==> src/rtl/mem_probe_pkg.sv <==
// Shared types and helpers for the memory probe controller.
// FSM encoding, pending-move counter sizing and lane math.
package mem_probe_pkg;

   typedef enum logic {
      IDLE,
      REQ
   } probe_state_t;

   localparam int PEND_W = 4;
   localparam int PEND_LIM = 7;

   function automatic int lane_count(input int data_w, input int led_w);
      return data_w / led_w;
   endfunction

endpackage

==> src/rtl/probe_addr_step.sv <==
// Combinational single-step address unit with wrap/saturate bounds.
// Arithmetic is one bit wider than the address to catch overflow.
module probe_addr_step #(
   parameter int          ADDR_W   = 24,
   parameter int unsigned ADDR_MIN = 0,
   parameter int unsigned ADDR_MAX = 2**24-1,
   parameter int          WRAP     = 1
) (
   input  logic [ADDR_W-1:0] addr,
   input  logic              dir,
   input  logic [4:0]        step_log2,
   output logic [ADDR_W-1:0] addr_nx
);

   localparam logic [ADDR_W:0] MIN_X = (ADDR_W+1)'(ADDR_MIN);
   localparam logic [ADDR_W:0] MAX_X = (ADDR_W+1)'(ADDR_MAX);
   localparam logic            WRAP_EN = (WRAP != 0);

   logic [4:0]      sh;
   logic [ADDR_W:0] step;
   logic [ADDR_W:0] ax;
   logic [ADDR_W:0] sum;
   logic [ADDR_W:0] res;

   always_comb begin
      sh = step_log2;
      if (int'(step_log2) >= ADDR_W) begin
         sh = 5'(ADDR_W-1);
      end
      step = (ADDR_W+1)'(1) << sh;
      ax = {1'b0, addr};
      sum = ax + step;
      res = ax;
      if (dir) begin
         if (sum > MAX_X) begin
            res = WRAP_EN ? MIN_X : MAX_X;
         end else begin
            res = sum;
         end
      end else begin
         if (ax < MIN_X + step) begin
            res = WRAP_EN ? MAX_X : MIN_X;
         end else begin
            res = ax - step;
         end
      end
      addr_nx = res[ADDR_W-1:0];
   end

endmodule

==> src/rtl/mem_probe_ctrl.sv <==
// Probe address stepper issuing single-word DDR reads over req/ack,
// with timeout guard, queued moves while busy and auto-scan.
module mem_probe_ctrl
   import mem_probe_pkg::*;
#(
   parameter int          ADDR_W    = 24,
   parameter int          DATA_W    = 16,
   parameter int          LED_W     = 8,
   parameter int unsigned ADDR_MIN  = 0,
   parameter int unsigned ADDR_MAX  = 2**24-1,
   parameter int          WRAP      = 1,
   parameter int          AUTO_READ = 1,
   parameter int          SCAN_DIV  = 1_000_000,
   parameter int          TIMEOUT   = 255,
   localparam int LANES = lane_count(DATA_W, LED_W),
   localparam int SEL_W = (LANES > 1) ? $clog2(LANES) : 1
) (
   input  logic              clk,
   input  logic              rstN,
   input  logic              incr,
   input  logic              decr,
   input  logic              readNow,
   input  logic              scanEn,
   input  logic [4:0]        stepLog2,
   input  logic [SEL_W-1:0]  laneSel,
   output logic [ADDR_W-1:0] readAddress,
   output logic              readReq,
   input  logic              readAck,
   input  logic [DATA_W-1:0] readData,
   output logic [LED_W-1:0]  led,
   output logic              dataValid,
   output logic              busy,
   output logic              timeoutErr
);

   localparam int SC_W = (SCAN_DIV > 1) ? $clog2(SCAN_DIV) : 1;
   localparam int TO_W = $clog2(TIMEOUT+1);
   localparam logic AUTO_RD = (AUTO_READ != 0);
   localparam logic signed [PEND_W-1:0] P_HI = PEND_W'(PEND_LIM);
   localparam logic signed [PEND_W-1:0] P_LO = -P_HI;

   probe_state_t state, state_nx;

   logic [ADDR_W-1:0]        addr_q;
   logic [ADDR_W-1:0]        step_addr;
   logic signed [PEND_W-1:0] pend_q, pend_nx, pend_dec;
   logic                     pend_rd_q, pend_rd_nx;
   logic [DATA_W-1:0]        cap_q;
   logic                     dv_q;
   logic                     terr_q;
   logic [TO_W-1:0]          to_q, to_nx;
   logic [SC_W-1:0]          sc_q;

   logic scan_tick;
   logic up_src;
   logic mv_up;
   logic mv_dn;
   logic move_en;
   logic step_dir;
   logic rd_trig;
   logic cap_en;
   logic to_fire;

   // Scan tick counts as an incr, so it cancels against decr.
   assign scan_tick = scanEn && (sc_q == SC_W'(SCAN_DIV-1));
   assign up_src = incr | scan_tick;
   assign mv_up = up_src & ~decr;
   assign mv_dn = decr & ~up_src;

   probe_addr_step #(
      .ADDR_W   (ADDR_W),
      .ADDR_MIN (ADDR_MIN),
      .ADDR_MAX (ADDR_MAX),
      .WRAP     (WRAP)
   ) u_step (
      .addr      (addr_q),
      .dir       (step_dir),
      .step_log2 (stepLog2),
      .addr_nx   (step_addr)
   );

   always_comb begin
      state_nx = state;
      pend_nx = pend_q;
      pend_dec = pend_q[PEND_W-1] ? pend_q + PEND_W'(1)
                                  : pend_q - PEND_W'(1);
      pend_rd_nx = pend_rd_q;
      move_en = 1'b0;
      step_dir = mv_up;
      rd_trig = 1'b0;
      cap_en = 1'b0;
      to_fire = 1'b0;
      to_nx = '0;
      unique case (state)
         IDLE: begin
            if (pend_q != '0) begin
               move_en = 1'b1;
               step_dir = ~pend_q[PEND_W-1];
               if (mv_up) begin
                  pend_nx = pend_dec + PEND_W'(1);
               end else if (mv_dn) begin
                  pend_nx = pend_dec - PEND_W'(1);
               end else begin
                  pend_nx = pend_dec;
               end
            end else if (mv_up | mv_dn) begin
               move_en = 1'b1;
            end
            rd_trig = pend_rd_q | readNow | (move_en & AUTO_RD);
            // Reads wait until every queued step has landed.
            if (rd_trig && pend_nx == '0) begin
               state_nx = REQ;
               pend_rd_nx = 1'b0;
            end else begin
               pend_rd_nx = rd_trig;
            end
         end
         REQ: begin
            if (mv_up && pend_q != P_HI) begin
               pend_nx = pend_q + PEND_W'(1);
            end else if (mv_dn && pend_q != P_LO) begin
               pend_nx = pend_q - PEND_W'(1);
            end
            pend_rd_nx = pend_rd_q | readNow;
            if (readAck) begin
               cap_en = 1'b1;
               state_nx = IDLE;
            end else if (to_q == TO_W'(TIMEOUT-1)) begin
               to_fire = 1'b1;
               state_nx = IDLE;
            end else begin
               to_nx = to_q + TO_W'(1);
            end
         end
         default: state_nx = IDLE;
      endcase
   end

   always_ff @(posedge clk or negedge rstN) begin
      if (!rstN) begin
         state <= IDLE;
         addr_q <= ADDR_W'(ADDR_MIN);
         pend_q <= '0;
         pend_rd_q <= 1'b0;
         cap_q <= '0;
         dv_q <= 1'b0;
         terr_q <= 1'b0;
         to_q <= '0;
         sc_q <= '0;
      end else begin
         state <= state_nx;
         pend_q <= pend_nx;
         pend_rd_q <= pend_rd_nx;
         to_q <= to_nx;
         if (move_en) begin
            addr_q <= step_addr;
         end
         if (cap_en) begin
            cap_q <= readData;
         end
         if (cap_en) begin
            dv_q <= 1'b1;
         end else if (move_en || to_fire) begin
            dv_q <= 1'b0;
         end
         if (to_fire) begin
            terr_q <= 1'b1;
         end
         if (!scanEn || scan_tick) begin
            sc_q <= '0;
         end else begin
            sc_q <= sc_q + SC_W'(1);
         end
      end
   end

   always_comb begin
      led = cap_q[LED_W-1:0];
      for (int i = 0; i < LANES; i++) begin
         if (SEL_W'(i) == laneSel) begin
            led = cap_q[i*LED_W +: LED_W];
         end
      end
   end

   assign readAddress = addr_q;
   assign readReq = (state == REQ);
   assign busy = (state == REQ);
   assign dataValid = dv_q;
   assign timeoutErr = terr_q;

endmodule

==> config.mk <==
export PLATFORM = sky130hd
export DESIGN_NAME = mem_probe_ctrl
export DESIGN_NICKNAME = d
export VERILOG_FILES = /design/src/rtl/mem_probe_pkg.sv /design/src/rtl/probe_addr_step.sv /design/src/rtl/mem_probe_ctrl.sv
export SDC_FILE = /design/constraint.sdc
export NUM_CORES = 1
export LEC_CHECK = 0
export BUFFER_PORTS_ARGS = -buffer_cell sky130_fd_sc_hd__buf_4
export CAP_MARGIN = 5
export CORE_MARGIN = 2
export CORE_UTILIZATION = 61
export DETAILED_ROUTE_END_ITERATION = 8
export GPL_TIMING_DRIVEN = 1
export PLACE_DENSITY = 0.82
export SLEW_MARGIN = 20
export SYNTH_ARGS = -nofsm -noshare
export SYNTH_HDL_FRONTEND = slang
export SYNTH_SLANG_ARGS = --single-unit
==> constraint.sdc <==
create_clock -name clk -period 3.52 [get_ports clk]
set_input_delay 0.352 -clock clk [delete_from_list [all_inputs] [get_ports clk]]
set_output_delay 0.352 -clock clk [all_outputs]
set_load 0.05 [all_outputs]
==> reports/qor.yml, run 1 <==
min_period_ns: 3.25
endpoint_kind: "flop"
critPathLaunchType: "flop"
synthCells: 842
diodes: 0
grt_setup_unrepaired: "no"
synth.yosys.warnings: 0
fin_worst_hold_slack_ns: -0.0138
synth-seq-area-share_pct: 28.2
yosysTopAreaCell: "dfrtp_1"
status: "complete, but fails checks"
syn_nets: 931
failed_checks: "hold timing"
powerDensity_nw_per_um2: 918
portBuffers: 64
clock_latency_ns: 0.38
final_cell_mix: "buf_4, nor2_1, dfrtp_1"
ant_nets: 0
synth_top_area_share_pct: 28.2
final_cells: 1087
final_common_cell: "buf_4"
hold_class: "primary input to async pin"
wl_um: 19800
routed_via_density: 6.21
num_vias: 6750
critPathMaxFanout: 7
syn_to_final_growth_pct: 18.8
dr.pass1.iters: 5
synth.distinct_cells: 78
power.leakage_nw: 3.80
drive_gt1_share_pct: 21.0
post_cts_buffers: 0
totalPowerFinal_mw: 7.36
fin_nets: 1031
critPathArrivalTime_ns: 3.56
hold_violations: 11
synth_flop_cell: "dfrtp_1"
fp.dieH_um: 109
grt_util_all_layers_pct: 35.1
fin_worst_skew_ns: 0.0182
dieArea_um2: 11900
start_util_pct: 62.3
synthArstFlopShare_pct: 100
grt_pass1_vias: 6708
cts_inserted_buffers: 9
cts.htree.levels: 3
post-place-cells: 1071
drv_slew: 0
grt_max_degree: 77
die_w_um: 109
hpwlAfterDp_um: 14900
final_area_um2: 8020
clk_pin_slew_ns: 0.10
cap_viol_max_count: 0
syn_area_um2: 6750
ir_drop_uv: 745
tns_ns: 0
drc: 0
syn_avg_cell_area_um2: 8.02
critPathRequiredTime_ns: 3.82
ys_seq_elements: 76
gp_congestion: 1.01
grt_pass1_wl_um: 32400
synth_area_leaders: "dfrtp_1, ha_1, nor2_1, a21oi_1, nand2_1"
max_freq_mhz: 307
relSlewSlack_pct: 52.2
worst_slew_pin_slew_ns: 0.718
cts_buffer_depth: 2
nFillCells: 818
core_area_um2: 10800
io_pins: 65
cts-root-buf: "clkbuf_8"
placed_area_um2: 7780
synth_edf_count: 0
wl_per_cell_um: 18.2
setup_viol: 0
cts_tree: "yes"
grt-ovfl-total: 0
fin_crit_sh_pct: 92.5
drtIter0Drc: 687
antenna_found_initial: 0
clock-sinks: 76
path_class: "flop to flop"
std_cell_rows: 38
cts_hold_buf: 0
[worst max-delay path, cell delays in order (launching register included)]
cell and delay [ns]:
dfrtp_1 0.44, ha_1 0.24, fa_1 0.39, nor3b_1 0.17, o31a_1 0.34, o311a_4 0.39, a211oi_4 0.25, o21ai_2 0.19
buf_4 0.21, o311ai_1 0.27, o21ai_1 0.10, a31oi_1 0.18
[final timing paths]
kind	from	end	slack (ns)	cells past startpoint
max reg2reg	readAddress[0]	readAddress[3]	0.27	11
min	rstN	readAddress[12]	-0.01	1
max in group asynchronous	rstN	cap_q[6]	3.02	1
max	readAddress[0]	readAddress[3]	0.27	11
min in group clk	readData[0]	cap_q[0]	0.20	2
min reg2reg	timeoutErr	timeoutErr	0.49	1
[synth_stat cells (4+ instances only)]
cell	instances
nor3_1	19
and2_1	5
o21ai_0	33
o22a_1	5
nand3_1	35
ha_1	58
nor2b_1	16
or2_2	5
xnor2_1	19
nand4_1	7
a211o_1	4
buf_4	6
dfrtp_1	76
o22ai_1	6
a21oi_1	62
a211oi_1	7
o2bb2ai_1	4
and3_1	14
nand2_1	72
inv_1	55
mux2_2	24
or3_1	11
o21bai_1	6
a31oi_1	14
nor4_1	8
xor2_1	20
nor3b_1	4
o21ai_1	8
nor2_1	99
mux2i_1	7
o21a_1	8
o211ai_1	6
clkbuf_1	36
nand2b_1	11
a21o_1	4
[cell type report]
type | count | area [um2] | share of cell area (%)
Inverter | 56 | 210 | 2.62
Clock inverter | 7 | 105 | 1.31
Clock buffer | 9 | 124 | 1.54
Multi-Input combinational cell | 663 | 4450 | 55.5
Sequential cell | 76 | 1900 | 23.7
Timing Repair Buffer | 136 | 1050 | 13.1
Tap cell | 140 | 175 | 2.18
[cells by family after synthesis]
family                   Yosys count  share of synthesized area, %
AO/OA/AOI/OAI                    211                          21.2
XOR/XNOR                          39                          5.06
adder cells (fa/ha/maj)           60                          11.3
buffers and inverters            103                          6.12
flip-flops                        76                          28.2
multiplexers                      31                          5.04
AND/OR/NAND/NOR                  322                          23.1
[sequential cells by signal, indices dropped and copies added, names as in the netlist]
| signal | count |
|---|---|
| readAddress | 24 |
| sc_q | 20 |
| pend_rd_q | 1 |
| to_q | 8 |
| cap_q | 16 |
| busy | 1 |
| pend_q | 4 |
| dataValid | 1 |
| timeoutErr | 1 |
[stage by stage]
| step | utilization, % | worst slack (ns) |
|---|---|---|
| 2_1_floorplan | - | 0.113 |
| 3_3_place_gp | 71.8 | 0.118 |
| 3_5_place_dp | 71.8 | -0.00881 |
| 4_1_cts | 73.9 | 0.215 |
| 5_1_grt | 74.0 | 0.0982 |
| 6_report | 74.0 | 0.266 |
[power breakdown]
part	total [mW]	leakage, nW	internal, mW	switching, mW
logic	5.10	2.74	2.03	3.07
registers	1.46	0.943	1.16	0.298
clock network	0.802	0.112	0.411	0.392
[repair_timing]
action                                  4_1_cts  5_1_grt
hold endpoints to repair                      0        0
resized for setup                             0        1
endpoints found under the setup margin        0        1
[metal layers]
layer / vias up / track usage [%] / part of all wire, %
met4: 0 / 20.3 / 4.8
met2: 308 / 58.0 / 48
met5: - / 0 / 0
li1: 3174 / - / -
met3: 64 / 7.11 / 7.5
met1: 3204 / 42.4 / 40
(Power assumes the default switching activity.)
==> run 2, diff against run 1 <==
Settings changed: CORE_ASPECT_RATIO set to 1.4, CORE_MARGIN 2 to unset.
==> run 2 against run 1 <==
The flow now finishes without violations. Clock power grew 23%. Wire length grew 9.2%. Non-clock buffer count grew 4. Cell area grew 1.2%. Critical path depth shrank 1. Sequential share of layout area shrank 0.28 points. Global-route usage grew 3.5 points. Largest cell class unchanged. Largest power group unchanged. Highest routed layer unchanged.
==> reports/qor.yml, run 2 (synthesized netlist as in run 1, its figures left out) <==
critPathTopFamily: "compound AO/OA/AOI/OAI gates"
dieArea_um2: 11500
power.leakage_nw: 3.85
gp_congestion: 1.00
grt_pass1_vias: 6989
clock_latency_ns: 0.34
fin_crit_sh_pct: 92.7
setup_viol: 0
fp.dieH_um: 126
nFillCells: 841
max_freq_mhz: 306
final_cell_mix: "buf_4, nor2_1, dfrtp_1"
hpwlAfterDp_um: 16100
ir_drop_uv: 594
cts_resized: 0
clock-sinks: 76
rr_startpoint: "readAddress[0]"
hold_violations: 0
fin_nets: 1035
critPathLaunchType: "flop"
rr_worst_depth: 10
clk_pin_slew_ns: 0.07
fin_worst_skew_ns: 0.0113
critPathMaxFanout: 3
critPathRequiredTime_ns: 3.73
cts_buffer_depth: 2
cts_hold_buf: 0
fin_worst_hold_slack_ns: 0.00513
hold_class: "primary input to async pin"
grt-ovfl-total: 0
final_common_cell: "buf_4"
drive_gt1_share_pct: 21.2
wl_um: 21600
relSlewSlack_pct: 48.0
status: "complete, no violations"
setup.reg_to_reg.worst_slack_ns: 0.26
start_util_pct: 62.5
antenna_found_initial: 0
cts.htree.levels: 3
cap_viol_max_count: 0
ff_latch_area_um2: 1900
syn_to_final_growth_pct: 20.2
routed_via_density: 6.28
io_pins: 65
path_class: "flop to flop"
cts_inserted_buffers: 9
portBuffers: 64
grt_pass1_wl_um: 34800
diodes: 0
endpoint_kind: "flop"
min_period_ns: 3.26
cpPeakStageDelay_ns: 0.51
slowest_stage: "a211oi_1"
powerDensity_nw_per_um2: 951
multiInputGateArea_um2: 4450
wl_per_cell_um: 19.8
worst_slew_pin_slew_ns: 0.777
drv_slew: 0
crit_chain: "ha_1 > fa_1 > nor3b_1 > o31a_1 > o311a_4 > a211oi_1 > o21a_1 > o32ai_1 > a211oi_1 > a31oi_1"
final_cells: 1092
cts-root-buf: "clkbuf_16"
drc: 0
post_cts_buffers: 0
core_area_um2: 10800
critPathArrivalTime_ns: 3.48
cts_tree: "yes"
dr.pass1.iters: 5
grt_util_all_layers_pct: 38.6
std_cell_rows: 45
largest_reg_flops: 24
r2r_end: "readAddress[22]"
crit_top_cell: "a211oi_1"
drtIter0Drc: 440
grt_max_degree: 77
tns_ns: 0
num_vias: 6861
ant_nets: 0
grt_setup_unrepaired: "no"
die_w_um: 90.9
cp_num_buf_inv: 0
post-place-cells: 1076
[run 2: per-stage QoR]
step / util (%) / instance area (um2) / power, mW / worst slack, ns
after global placement: 72.2 / 7800 / 6.43 / 0.107
after global routing: 75.1 / 8120 / 8.16 / 0.149
final: 75.1 / 8120 / 7.72 / 0.256
after floorplan: - / 6750 / 4.83 / 0.113
after CTS: 75.0 / 8110 / 7.62 / 0.275
after detailed placement: 72.2 / 7800 / 6.58 / 0.0105
[run 2: final cells by class]
class / instances / share of cell area [%]
clock buffer: 9 / 2.78
clock inverter: 7 / 1.03
inverter: 56 / 2.59
multi-input combinational: 663 / 54.8
sequential: 76 / 23.4
tap: 141 / 2.17
timing repair buffer: 140 / 13.2
[run 2: routing by layer]
layer  up-vias  wire length (um)  GRT usage [%]  share of wire [%]
met5         -                 0              0                  0
met4         0              1350           24.3                6.3
met3        91              1170           5.34                5.4
met2       309             11000           68.3                 51
met1      3284              8070           43.7                 37
li1       3177                 -              -                  -
[run 2: how the worst max path moves through the flow]
| stage | slack, ns | to | startpoint | cells after the start |
|---|---|---|---|---|
| after floorplan | 0.11 | readAddress[10] | stepLog2[2] | 14 |
| after global placement | 0.11 | readAddress[22] | stepLog2[2] | 14 |
| after detailed placement | 0.01 | readAddress[22] | stepLog2[2] | 14 |
| after CTS | 0.27 | readAddress[22] | readAddress[0] | 10 |
| after global routing | 0.15 | readAddress[22] | stepLog2[1] | 14 |
| final | 0.26 | readAddress[22] | readAddress[0] | 10 |
[run 2: worst reg2reg max path, stage by stage (launching register included)]
cell and delay, ns:
dfrtp_1 0.41, ha_1 0.24, fa_1 0.41, nor3b_1 0.17
o31a_1 0.34, o311a_4 0.39, a211oi_1 0.51, o21a_1 0.21
o32ai_1 0.08, a211oi_1 0.27, a31oi_1 0.12
[run 2: where the power goes]
part | switching, mW | internal, mW
clock | 0.422 | 0.561
sequential | 0.316 | 1.16
combinational | 3.19 | 2.07
total | 3.93 | 3.79
